[src/rtl/sad_best_match_pkg.sv]
// Shared types and default sizes for the SAD best-match sequencer.
package sad_best_match_pkg;

  localparam int SAD_W_DEF  = 16;
  localparam int N_CAND_DEF = 16;

  typedef enum logic [2:0] {
    ST_IDLE = 3'd0,
    ST_REQ  = 3'd1,
    ST_WAIT = 3'd2,
    ST_CMP  = 3'd3,
    ST_DONE = 3'd4
  } state_t;

endpackage

[src/rtl/sad_best_match_if.sv]
// SAD-core request/result path plus the best-match output handshake.
interface sad_best_match_if
  import sad_best_match_pkg::*;
#(
  parameter int SAD_W  = SAD_W_DEF,
  parameter int N_CAND = N_CAND_DEF
);
  localparam int IDX_W = $clog2(N_CAND);

  // Handshake: best_valid rises in DONE and stays high with best_sad/best_idx
  // frozen until the cycle best_ready is sampled high; that edge completes
  // the transfer. sad_valid is a one-cycle strobe with no back-pressure.
  logic             sad_enb;
  logic [IDX_W-1:0] cand_idx;
  logic             sad_valid;
  logic [SAD_W-1:0] sad;
  logic             best_valid;
  logic             best_ready;
  logic [SAD_W-1:0] best_sad;
  logic [IDX_W-1:0] best_idx;

  modport master (
    output sad_enb, cand_idx, best_valid, best_sad, best_idx,
    input  sad_valid, sad, best_ready
  );

  modport slave (
    input  sad_enb, cand_idx, best_valid, best_sad, best_idx,
    output sad_valid, sad, best_ready
  );

endinterface

[src/rtl/sad_best_match.sv]
// Steps through N_CAND SAD evaluations and reports the lowest SAD and its index.
module sad_best_match
  import sad_best_match_pkg::*;
#(
  parameter int SAD_W  = SAD_W_DEF,
  parameter int N_CAND = N_CAND_DEF
) (
  input  logic   clk_i,
  input  logic   rst_n_i,
  input  logic   start_i,
  input  logic   abort_i,
  output logic   busy_o,
  output state_t state_o,
  sad_best_match_if.master bus
);

  localparam int IDX_W = $clog2(N_CAND);
  localparam logic [IDX_W-1:0] LAST_IDX = IDX_W'(N_CAND - 1);

  state_t           state_q, state_d;
  logic [IDX_W-1:0] cnt_q;
  logic [SAD_W-1:0] sad_q;
  logic [SAD_W-1:0] best_sad_q;
  logic [IDX_W-1:0] best_idx_q;
  logic             running;
  logic             is_last;

  assign running = (state_q == ST_REQ) || (state_q == ST_WAIT) || (state_q == ST_CMP);
  assign is_last = (cnt_q == LAST_IDX);

  always_ff @(posedge clk_i or negedge rst_n_i) begin
    if (!rst_n_i) state_q <= ST_IDLE;
    else          state_q <= state_d;
  end

  always_comb begin
    state_d = state_q;
    case (state_q)
      ST_IDLE: if (start_i) state_d = ST_REQ;
      ST_REQ:  state_d = abort_i ? ST_IDLE : ST_WAIT;
      ST_WAIT: begin
        if (abort_i)        state_d = ST_IDLE;
        else if (bus.sad_valid) state_d = ST_CMP;
      end
      ST_CMP: begin
        if (abort_i)      state_d = ST_IDLE;
        else if (is_last) state_d = ST_DONE;
        else              state_d = ST_REQ;
      end
      ST_DONE: if (bus.best_ready) state_d = ST_IDLE;
      default: state_d = ST_IDLE;
    endcase
  end

  // An abort discards the compare of that cycle; the first candidate always
  // seeds the best registers, later ones replace it only when strictly lower.
  always_ff @(posedge clk_i or negedge rst_n_i) begin
    if (!rst_n_i) begin
      cnt_q      <= '0;
      sad_q      <= '0;
      best_sad_q <= '0;
      best_idx_q <= '0;
    end else if (running && abort_i) begin
      cnt_q <= '0;
    end else begin
      case (state_q)
        ST_IDLE: if (start_i) cnt_q <= '0;
        ST_WAIT: if (bus.sad_valid) sad_q <= bus.sad;
        ST_CMP: begin
          if ((cnt_q == '0) || (sad_q < best_sad_q)) begin
            best_sad_q <= sad_q;
            best_idx_q <= cnt_q;
          end
          if (!is_last) cnt_q <= cnt_q + 1'b1;
        end
        default: ;
      endcase
    end
  end

  assign bus.sad_enb    = (state_q == ST_REQ);
  assign bus.cand_idx   = cnt_q;
  assign bus.best_valid = (state_q == ST_DONE);
  assign bus.best_sad   = best_sad_q;
  assign bus.best_idx   = best_idx_q;
  assign busy_o         = (state_q != ST_IDLE);
  assign state_o        = state_q;

endmodule

[src/flat_wrapper.sv]
// flat-port wrapper written by rule: the top's interface ports become plain ports
module sad_best_match_flat import sad_best_match_pkg::*;
#(
  parameter int SAD_W  = SAD_W_DEF,
  parameter int N_CAND = N_CAND_DEF
)
  (clk_i, rst_n_i, start_i, abort_i, busy_o, state_o, bus_sad_enb, bus_cand_idx, bus_best_valid, bus_best_sad, bus_best_idx, bus_sad_valid, bus_sad, bus_best_ready);
  sad_best_match_if #(.SAD_W(SAD_W), .N_CAND(N_CAND)) bus_i ();
  input  logic clk_i;
  input  logic rst_n_i;
  input  logic start_i;
  input  logic abort_i;
  output logic busy_o;
  output state_t state_o;
  output wire logic [$bits(bus_i.sad_enb)-1:0] bus_sad_enb;
  output wire logic [$bits(bus_i.cand_idx)-1:0] bus_cand_idx;
  output wire logic [$bits(bus_i.best_valid)-1:0] bus_best_valid;
  output wire logic [$bits(bus_i.best_sad)-1:0] bus_best_sad;
  output wire logic [$bits(bus_i.best_idx)-1:0] bus_best_idx;
  input wire logic [$bits(bus_i.sad_valid)-1:0] bus_sad_valid;
  input wire logic [$bits(bus_i.sad)-1:0] bus_sad;
  input wire logic [$bits(bus_i.best_ready)-1:0] bus_best_ready;
  assign bus_sad_enb = bus_i.sad_enb;
  assign bus_cand_idx = bus_i.cand_idx;
  assign bus_best_valid = bus_i.best_valid;
  assign bus_best_sad = bus_i.best_sad;
  assign bus_best_idx = bus_i.best_idx;
  assign bus_i.sad_valid = bus_sad_valid;
  assign bus_i.sad = bus_sad;
  assign bus_i.best_ready = bus_best_ready;
  sad_best_match #(.SAD_W(SAD_W), .N_CAND(N_CAND)) u_core (.clk_i(clk_i), .rst_n_i(rst_n_i), .start_i(start_i), .abort_i(abort_i), .busy_o(busy_o), .state_o(state_o), .bus(bus_i));
endmodule
[config.mk]
export PLATFORM = sky130hd
export DESIGN_NAME = sad_best_match_flat
export DESIGN_NICKNAME = d
export VERILOG_FILES = /design/src/rtl/sad_best_match_pkg.sv /design/src/rtl/sad_best_match_if.sv /design/src/rtl/sad_best_match.sv /design/src/flat_wrapper.sv
export SDC_FILE = /design/constraint.sdc
export NUM_CORES = 1
export LEC_CHECK = 0
export BUFFER_PORTS_ARGS = -buffer_cell sky130_fd_sc_hd__buf_2
export CORE_AREA = 2 2 69 71
export DETAILED_ROUTE_END_ITERATION = 7
export DIE_AREA = 0 0 71 73
export HOLD_SLACK_MARGIN = 0.02
export PLACE_DENSITY = 0.74
export SLEW_MARGIN = 20
export SYNTH_ARGS = -nofsm -noshare
export SYNTH_HDL_FRONTEND = slang
export SYNTH_SLANG_ARGS = --single-unit
[constraint.sdc]
create_clock -name clk_i -period 3 [get_ports clk_i]
set_clock_uncertainty 0.1 [all_clocks]
set_input_delay 0.6 -clock clk_i [delete_from_list [all_inputs] [get_ports clk_i]]
set_output_delay 0.6 -clock clk_i [all_outputs]
set_load 0.1 [all_outputs]
# After elaboration in Yosys (flattened, before gate mapping)
# Index checks and enable logic that the tools add are counted.
# W data, S select, Z words.
dict set report op_classes {
  n_eq_ne 10
  muxes 12
  n_bitwise 1
  add_sub_neg 1
  n_lt_le_gt_ge 1
  reduce_logical 12
}
# op n
set op_table {}
lappend op_table {{$mux W3} 6}
lappend op_table {{$lt A16 B16 Y1} 1}
lappend op_table {{$pmux W3 S5} 1}
lappend op_table {{$mux W4} 3}
lappend op_table {{$reduce_and A3 Y1} 4}
lappend op_table {{$pmux W4 S2} 1}
lappend op_table {{$eq A3 B2 Y1 const B} 2}
lappend op_table {{$ne A3 B3 Y1 const B} 2}
lappend op_table {{$reduce_bool A3 Y1} 2}
lappend op_table {{$add A4 B1 Y4 const B} 1}
lappend op_table {{$eq A4 B4 Y1 const B} 1}
lappend op_table {{$logic_not A4 Y1} 1}
lappend op_table {{$eq A3 B1 Y1 const B} 1}
lappend op_table {{$eq A3 B3 Y1 const B} 1}
lappend op_table {{$logic_not A3 Y1} 1}
lappend op_table {{$logic_or A1 B1 Y1} 3}
lappend op_table {{$ne A3 B2 Y1 const B} 1}
lappend op_table {{$mux W2} 1}
lappend op_table {{$ne A2 B1 Y1 const B} 1}
lappend op_table {{$ne A2 B2 Y1 const B} 1}
lappend op_table {{$logic_and A1 B1 Y1} 1}
lappend op_table {{$not A1 Y1} 1}
dict set report word_totals {
  register_bits 43
  output_inout_bits 30
  in_bits 22
}

# Depth between registers and ports, before layout
# Gate-level depths: netlist (run 1).
dict set report logic_depth {
  ltp_word 6
  depth_mapped 8
  ltp_nobuf 7
}

# Worst setup path after synthesis (run 1)
# OpenSTA, ideal clock, no wires.
dict set report synth_path {
  kind {register -> output}
  start {register u_core.state_q[0], in the netlist u_core.state_o[0]}
  end {output bus_sad_enb}
  path_buffers 1
  stages_incl_launch_ff 3
  path_slack_ps -1110
  arrival_time_ps 3410
  cell_sequence {dfrtp_1 > buf_4 > nor3b_1}
}
dict set report synth_via {
  elab_chain_cells 1
}
# item line
set synth_rtl {}
lappend synth_rtl {{start: declaration} sad_best_match.sv:20} ;# state_t state_q, state_d;
lappend synth_rtl {{start signal: assignment} sad_best_match.sv:33} ;# else state_q <= state_d;
lappend synth_rtl {{$eq A3 B1 Y1} sad_best_match.sv:81} ;# assign bus.sad_enb = (state_q == ST_REQ);
lappend synth_rtl {{end: declaration} flat_wrapper.sv:15} ;# output wire logic [$bits(bus_i.sad_enb)-1:0] bus_sad_enb;
# No other way between the ends.

# Worst setup path after layout (run 1)
dict set report layout_path {
  start {register u_core.best_sad_q[15], in the netlist u_core.bus.best_sad[15]}
  end {register u_core.best_sad_q[2], in the netlist u_core.bus.best_sad[2]}
}
dict set report layout_via {
  elab_chain_cells 3
}
# item line
set layout_rtl {}
lappend layout_rtl {{start: declaration} sad_best_match.sv:23} ;# logic [SAD_W-1:0] best_sad_q;
lappend layout_rtl {{start signal: assignment} sad_best_match.sv:71} ;# best_sad_q <= sad_q;
lappend layout_rtl {{$lt A16 B16 Y1} sad_best_match.sv:70} ;# if ((cnt_q == '0) || (sad_q < best_sad_q)) begin
lappend layout_rtl {{$logic_or A1 B1 Y1} sad_best_match.sv:70}
lappend layout_rtl {{$reduce_and A3 Y1 (no source line)} --}
# No other way between the ends.
# A chain may end at the register's enable or synchronous reset.

==> metrics.txt, run 1 <==
status=complete, no violations; clk sinks=43; WL final=4020 µm; syn_nets=223; WL/cell=13.7 µm; largest area contributor in the netlist=dfrtp_1; I/O Buffers=51; RSZ-0062 raised after global routing=no; gp weighted congestion=a little under 0.8; Slew HR=38.0%; Mapped Avg Cell Area=12.5 µm²; DRC errors left=0; post-CTS setup buffers=0; final core occ=59.9%; Die Area=0.00518 mm²; antenna violations before repair=0; synthesized cell area=0.00229 mm²; flops & latches, synth=43; maximum clock rate=390 MHz; Worst-Margin Slew=0.931 ns; Netlist cell types=39; Final Setup Violations=0; Max FO, Critical Path=18; Worst setup SP type=register; Min-Delay Path Class=input port to asynchronous set/reset pin; vias in the first global route=1518; Max-cap violations=0; number of diodes=0; critical path arrival=about 2.7 ns; IO Count=52; Final Cycle Share=between 80% and 90%; Clock transition at path regs=0.08 ns; Vias/cell=~5.2; CTS tree=built; FF-to-FF End=u_core.bus.best_sad[2]$_DFFE_PN0P_; Initial DRT Pass Iterations=3; dpl hpwl=2970 µm; Final #Nets=277; post-cts resize count=0; crit path capture type=register; CP Class=register to register; Synthesis Warnings=0; first-pass GRT wire length=a little under 7000 µm; R2R setup slack=0.43 ns; shortest period the worst path allows=2.57 ns; Site Rows=25; commonest non-fill, non-tap cell in the layout=buf_2; Starting Density=50.5%; top cell type's share of synthesized area=46.9%; vias=1519; Hold Vio Cnt, Final=0; largest net degree at the start of global routing=between 40 and 50; total gr overflow=0; worst-case clock buffer depth=2; drt initial violations=57; Syn-to-layout area delta=18.5%; share of cells above drive strength 1=between 40 and 50%; sequential share of the synthesized area=46.9%; DRT antenna net count=0; total number of H-tree levels=2; CTS Root Cell=clkbuf_8; ranking of synthesized cells by area=dfrtp_1 47%, mux2_2 12%, ha_1 9.3%; TNS Setup=0 ns; total CTS buffers=5; gr usage total=17.3%; Reg2Reg Depth=7; Post-CTS Hold Buffers=0; most frequent cells in the layout=51 x buf_2, 43 x dfrtp_1, 24 x mux2_2; Cells after Synth=around 180; Core Area=0.00454 mm²; CP required=3.08 ns; Die Y=73 µm; Die W=71 µm; max-slew violations=0; RR Startpoint=u_core.bus.best_sad[15]$_DFFE_PN0P_; worst skew pair latency=0.30 ns
[routing by layer]
| layer | GRT usage (%) | up-vias | routed length (µm) |
|---|---|---|---|
| met5 | 0 | - | 0 |
| met4 | 8.81 | 0 | 100 |
| met3 | 3.45 | 9 | 151 |
| met2 | 29.8 | 33 | 1980 |
| met1 | 20.7 | 729 | 1790 |
| li1 | - | 748 | - |
[cell usage after synthesis (all sizes together)]
library cell	count
dfrtp	43
mux2	34
inv	21
ha	17
nand2	12
o21ai	10
nor2	6
a21oi	4
buf	4
mux2i	3
nand3	3
nand4	3
a211oi	2
a21o	2
nand2b	2
nor3	2
a2111o	1
a21boi	1
a22o	1
a31o	1
a32oi	1
and3	1
and4bb	1
clkbuf	1
nand3b	1
nand4b	1
nor2b	1
nor3b	1
o211ai	1
o32ai	1
or3	1
xnor2	1
[logic make-up after synthesis]
logic type               synth area share, %
AO/OA/AOI/OAI                           9.28
XOR/XNOR                               0.382
AND/OR/NAND/NOR                         8.84
flip-flops                              46.9
buffers and inverters                   5.62
multiplexers                            19.7
adder cells (fa/ha/maj)                 9.28
[layout make-up]
type	instances	area, µm²
Clock inverter	2	60.1
Multi-Input combinational cell	115	1100
Tap cell	54	67.6
Timing Repair Buffer	52	263
Inverter	21	78.8
Sequential cell	43	1080
Fill cell	390	1820
Clock buffer	6	72.6
[stage by stage]
stage / area [µm²] / std cells / setup slack, ns / hold slack [ns]
after floorplan: 2300 / 184 / 0.0898 / 0.204
after global placement: 2580 / 285 / 0.463 / 0.394
after detailed placement: 2580 / 285 / 0.405 / 0.402
after CTS: 2720 / 293 / 0.398 / 0.378
after global routing: 2720 / 293 / 0.228 / 0.382
final: 2720 / 293 / 0.434 / 0.348
[worst max path at each step]
stage | startpoint | endpoint | slack, ns | cells past startpoint
final | u_core.bus.best_sad[15]$_DFFE_PN0P_ | u_core.bus.best_sad[2]$_DFFE_PN0P_ | 0.43 | 7
after global routing | u_core.bus.best_sad[15]$_DFFE_PN0P_ | u_core.bus.best_sad[2]$_DFFE_PN0P_ | 0.23 | 7
after CTS | u_core.bus.best_sad[15]$_DFFE_PN0P_ | u_core.bus.best_sad[14]$_DFFE_PN0P_ | 0.40 | 7
after detailed placement | u_core.bus.best_sad[15]$_DFFE_PN0P_ | u_core.bus.best_sad[0]$_DFFE_PN0P_ | 0.41 | 7
after global placement | abort_i | u_core.bus.best_sad[15]$_DFFE_PN0P_ | 0.46 | 5
after floorplan | u_core.bus.best_sad[15]$_DFFE_PN0P_ | u_core.bus.best_sad[10]$_DFFE_PN0P_ | 0.09 | 8
[flip-flops by register name, summed over array words and instances, names as in the netlist]
| register | count |
|---|---|
| u_core.bus.best_sad | 16 |
| u_core.sad_q | 16 |
| u_core.bus.best_idx | 4 |
| u_core.bus.cand_idx | 4 |
| u_core.state_o | 3 |
[critical path, stage by stage, from the launching register on]
cell and delay [ns]:
dfrtp_1 0.36, inv_1 0.05, ha_1 0.37, nand4_4 0.16
a211oi_2 0.19, a32oi_2 0.18, a21boi_4 0.64, mux2_2 0.41
Power of run 1 is left out: the tool's default activity adds up to more than one toggle a clock period on the data nets, which glitch-free logic cannot reach.
==> run 2, diff against run 1 <==
- BUFFER_PORTS_ARGS: -buffer_cell sky130_fd_sc_hd__buf_2 -> -buffer_cell sky130_fd_sc_hd__buf_4
==> run 2 against run 1 <==
Effect of this change: via count is the same; worst hold slack got worse by 0.16 ns; utilization rose by 2.8 points; global-route usage is 0.47 points lower; non-clock buffer count is the same; sequential share of layout area down 1.8 points; die area is the same; first-iteration DRC count up 63%; fmax decreased by 0.29%; critical path type unchanged.
==> metrics.txt, run 2 (synthesis results as in run 1) <==
Final Setup Violations=0 (unchanged); CP Class=register to register (unchanged); R2R setup slack=0.43 ns (about the same); Starting Density=50.5% (unchanged); maximum clock rate=389 MHz (was 390 MHz); Final Cycle Share=85.8% (was 85.5%); Clock transition at path regs=0.08 ns (about the same); Reg2Reg Depth=7 (unchanged); FF-to-FF End=u_core.bus.best_sad[2]$_DFFE_PN0P_ (unchanged); antenna violations before repair=0 (unchanged); WL/cell=13.6 µm (was 13.7 µm); Die W=71 µm (unchanged); Worst-Margin Slew=0.745 ns (was 0.931 ns); worst skew pair latency=0.29 ns (was 0.30 ns); IO Count=52 (unchanged); Vias/cell=5.18 (unchanged); Hold Vio Cnt, Final=0 (unchanged); first-pass GRT wire length=6870 µm (was 6890 µm); Die Y=73 µm (unchanged); dpl hpwl=2960 µm (was 2970 µm); number of diodes=0 (unchanged); Die Area=0.00518 mm² (unchanged); commonest non-fill, non-tap cell in the layout=buf_4 (was buf_2); status=complete, no violations (unchanged); DRT antenna net count=0 (unchanged); Max-cap violations=0 (unchanged); post-cts resize count=0 (unchanged); WL final=3980 µm (was 4020 µm); CTS tree=built (unchanged); RSZ-0062 raised after global routing=no (unchanged); Max FO, Critical Path=18 (unchanged); worst-case clock buffer depth=2 (unchanged); Core Area=0.00454 mm² (unchanged); gp weighted congestion=0.791 (was 0.788); I/O Buffers=51 (unchanged); Final #Nets=277 (unchanged); post-CTS setup buffers=0 (unchanged); CP required=3.08 ns (about the same); critical path arrival=2.65 ns (about the same); total CTS buffers=5 (unchanged); RR Startpoint=u_core.bus.best_sad[15]$_DFFE_PN0P_ (unchanged); Syn-to-layout area delta=24.1% (was 18.5%); Worst setup SP type=register (unchanged); total number of H-tree levels=2 (unchanged); largest net degree at the start of global routing=44 (unchanged); gr usage total=16.8% (was 17.3%); drt initial violations=93 (was 57); CTS Root Cell=clkbuf_8 (unchanged); DRC errors left=0 (unchanged); total gr overflow=0 (unchanged); most frequent cells in the layout=52 x buf_4, 43 x dfrtp_1, 24 x mux2_2 (was 51 x buf_2, 43 x dfrtp_1, 24 x mux2_2); vias=1519 (unchanged); vias in the first global route=1493 (was 1518); Site Rows=25 (unchanged); Post-CTS Hold Buffers=0 (unchanged); clk sinks=43 (unchanged); Min-Delay Path Class=input port to asynchronous set/reset pin (unchanged); Slew HR=50.2% (was 38.0%); TNS Setup=0 ns (unchanged); Initial DRT Pass Iterations=4 (was 3); max-slew violations=0 (unchanged); crit path capture type=register (unchanged); share of cells above drive strength 1=43.5% (unchanged); shortest period the worst path allows=2.57 ns (about the same); # fillers=381 (was 390)
-- run 2: cell counts in the layout (fill, tap and decap cells not counted) --
No cell type changed its count.
-- run 2: worst max path at each step --
stage / from / end / slack (ns) / cells past startpoint
2_1_floorplan: u_core.bus.best_sad[15]$_DFFE_PN0P_ / u_core.bus.best_sad[10]$_DFFE_PN0P_ / 0.09 / 8
3_3_place_gp: u_core.bus.best_sad[15]$_DFFE_PN0P_ / u_core.bus.best_idx[0]$_DFFE_PN0P_ / 0.47 / 7
3_5_place_dp: u_core.bus.best_sad[15]$_DFFE_PN0P_ / u_core.bus.best_sad[1]$_DFFE_PN0P_ / 0.41 / 7
4_1_cts: u_core.bus.best_sad[15]$_DFFE_PN0P_ / u_core.bus.best_sad[1]$_DFFE_PN0P_ / 0.40 / 7
5_1_grt: u_core.bus.best_sad[15]$_DFFE_PN0P_ / u_core.bus.best_idx[0]$_DFFE_PN0P_ / 0.27 / 7
6_report: u_core.bus.best_sad[15]$_DFFE_PN0P_ / u_core.bus.best_sad[2]$_DFFE_PN0P_ / 0.43 / 7
-- run 2: stage by stage --
stage               area, µm²  cells  hold slack [ns]  worst slack (ns)  utilization, %
global route             2840    293            0.220             0.268            62.7
finish                   2840    293            0.187             0.426            62.7
global placement         2710    285            0.401             0.466            59.8
detailed placement       2710    285            0.404             0.407            59.8
floorplan                2300    184            0.204            0.0898               -
CTS                      2840    293            0.203             0.398            62.7
-- run 2: routing by layer --
layer	wire [µm]	part of all wire, %	vias up	global-route usage (%)
met5	0	0	-	0
li1	-	-	753	-
met2	2000	50	30	28.3
met1	1780	45	730	22.1
met3	166	4.2	6	3.45
met4	34	0.85	0	5.03
-- run 2: critical path, stage by stage (launching register included) --
cell and delay [ns]:
dfrtp_1 0.37, inv_1 0.05, ha_1 0.37, nand4_4 0.16, a211oi_2 0.20, a32oi_2 0.17, a21boi_4 0.63, mux2_2 0.41
-- run 2: area by class of cell --
type	count	area, µm²	area share, %
well taps	54	67.6	2.38
flip-flops and latches	43	1080	37.8
clock inverters	2	60.1	2.11
multi-input cells	115	1100	38.6
repair buffers	52	390	13.7
inverters	21	78.8	2.77
clock buffers	6	72.6	2.55
Power of run 2 is left out for the same reason.
==> run 3, diff against run 2 <==
- CELL_PAD_IN_SITES_DETAIL_PLACEMENT: unset -> 1
- CELL_PAD_IN_SITES_GLOBAL_PLACEMENT: unset -> 2
- CORE_AREA: 2 2 69 71 -> 2 2 84 86
- DIE_AREA: 0 0 71 73 -> 0 0 86 88
- PLACE_DENSITY: 0.74 -> 0.75
==> run 3 against run 2 <==
Effect of this change: die area is 46% higher; non-clock buffer count stayed put; fmax is 1.3% lower; utilization is 20 points lower; wire length is 17% higher; first-iteration DRC count is 52% lower; setup slack worse by 0.034 ns; cell count is 8.9% higher; critical path type unchanged; critical endpoint is now u_core.bus.best_idx[1]$_DFFE_PN0P_; highest routed layer unchanged.
==> metrics.txt, run 3 (synthesis results as in run 1) <==
worst-case clock buffer depth=2 (unchanged); area of the multi-input gates=0.00110 mm² (unchanged); share of cells above drive strength 1=43.5% (unchanged); most frequent cells in the layout=52 x buf_4, 43 x dfrtp_1, 24 x mux2_2 (unchanged); post-cts resize count=0 (unchanged); Reg area=0.00108 mm² (unchanged); critical path arrival=2.69 ns (was 2.65 ns); Min-Delay Path Class=input port to asynchronous set/reset pin (unchanged); Placed Cells=311 (was 285); vias=1551 (was 1519); CP required=3.09 ns (was 3.08 ns); DRC errors left=0 (unchanged); # fillers=728 (was 381); Hold Vio Cnt, Final=0 (unchanged); antenna violations before repair=0 (unchanged); Vias/cell=4.86 (was 5.18); DRT antenna net count=0 (unchanged); final non-filler cell total=319 (was 293); WL final=4650 µm (was 3980 µm); Die Area=0.00757 mm² (was 0.00518 mm²); commonest non-fill, non-tap cell in the layout=buf_4 (unchanged); Die W=86 µm (was 71 µm); Syn-to-layout area delta=23.4% (was 24.1%); Worst setup SP type=register (unchanged); post-CTS setup buffers=0 (unchanged); FF-to-FF End=u_core.bus.best_idx[1]$_DFFE_PN0P_ (was u_core.bus.best_sad[2]$_DFFE_PN0P_); first-pass GRT wire length=8090 µm (was 6870 µm); dpl hpwl=3490 µm (was 2960 µm); TNS Setup=0 ns (unchanged); CP Class=register to register (unchanged); R2R setup slack=0.39 ns (was 0.43 ns); Starting Density=34.5% (was 50.5%); largest net degree at the start of global routing=44 (unchanged); Post-CTS Hold Buffers=0 (unchanged); total CTS buffers=5 (unchanged); shortest period the worst path allows=2.61 ns (was 2.57 ns); clk sinks=43 (unchanged); worst skew pair latency=0.29 ns (about the same); Bufs and invs on worst path=1 (unchanged); Worst-Margin Slew=0.768 ns (was 0.745 ns); Final Setup Violations=0 (unchanged); Core Area=0.00664 mm² (was 0.00454 mm²); gp weighted congestion=0.701 (was 0.791); total gr overflow=0 (unchanged); CTS Root Cell=clkbuf_8 (unchanged); Clock transition at path regs=0.09 ns (was 0.08 ns); Reg2Reg Depth=7 (unchanged); status=complete, no violations (unchanged); total number of H-tree levels=2 (unchanged); drt initial violations=45 (was 93); slowest stage delay, CP=0.64 ns (was 0.63 ns); Initial DRT Pass Iterations=3 (was 4); IO Count=52 (unchanged); CTS tree=built (unchanged); Max FO, Critical Path=18 (unchanged); Max-cap violations=0 (unchanged); crit path capture type=register (unchanged); max-slew violations=0 (unchanged); critical path cell sequence=inv_1 -> ha_1 -> nand4_4 -> nor3_1 -> a211oi_4 -> a21boi_4 -> mux2_2 (was inv_1 -> ha_1 -> nand4_4 -> a211oi_2 -> a32oi_2 -> a21boi_4 -> mux2_2); Slowest cell on crit path=a21boi_4 (unchanged); final core occ=42.6% (was 62.7%); vias in the first global route=1638 (was 1493); Die Y=88 µm (was 73 µm); Final #Nets=277 (unchanged); Final Cycle Share=86.9% (was 85.8%); I/O Buffers=51 (unchanged); maximum clock rate=384 MHz (was 389 MHz); Top Family by Delay on Critical Path=compound AO/OA/AOI/OAI gates (unchanged); gr usage total=13.7% (was 16.8%); RR Startpoint=u_core.bus.best_sad[15]$_DFFE_PN0P_ (unchanged); Slew HR=48.6% (was 50.2%); number of diodes=0 (unchanged); worst hold slack=0.190 ns (was 0.187 ns); Site Rows=30 (was 25); WL/cell=14.6 µm (was 13.6 µm); RSZ-0062 raised after global routing=no (unchanged)
[run 3: how the worst max path moves through the flow]
stage / from / to / slack, ns / cells past startpoint
final: u_core.bus.best_sad[15]$_DFFE_PN0P_ / u_core.bus.best_idx[1]$_DFFE_PN0P_ / 0.39 / 7
after global routing: u_core.bus.best_sad[15]$_DFFE_PN0P_ / u_core.bus.best_sad[15]$_DFFE_PN0P_ / 0.19 / 7
after CTS: u_core.bus.best_sad[15]$_DFFE_PN0P_ / u_core.bus.best_idx[1]$_DFFE_PN0P_ / 0.35 / 7
after detailed placement: u_core.bus.best_sad[15]$_DFFE_PN0P_ / u_core.bus.best_idx[1]$_DFFE_PN0P_ / 0.37 / 7
after global placement: abort_i / u_core.bus.best_sad[0]$_DFFE_PN0P_ / 0.42 / 5
after floorplan: u_core.bus.best_sad[15]$_DFFE_PN0P_ / u_core.bus.best_sad[10]$_DFFE_PN0P_ / 0.09 / 8
[run 3: layout make-up]
cell class                 count  area share [%]
multi-input combinational    115            38.8
sequential                    43            38.0
timing repair buffer          52            13.8
tap                           80            3.54
inverter                      21            2.79
clock buffer                   6            2.57
clock inverter                 2           0.442
[run 3: metal layers]
layer	global-route usage, %	vias up	share of wire, %
met5	0	-	0
met4	4.76	0	1.5
met3	3.02	8	5.6
met2	22.8	35	49
met1	17.6	761	44
li1	-	747	-
[run 3: stage by stage]
stage          area (µm²)  setup WS (ns)
5_1_grt              2830          0.188
2_1_floorplan        2300         0.0898
3_3_place_gp         2740          0.422
4_1_cts              2830          0.352
3_5_place_dp         2740          0.372
6_report             2830          0.392
Power of run 3 is left out for the same reason.
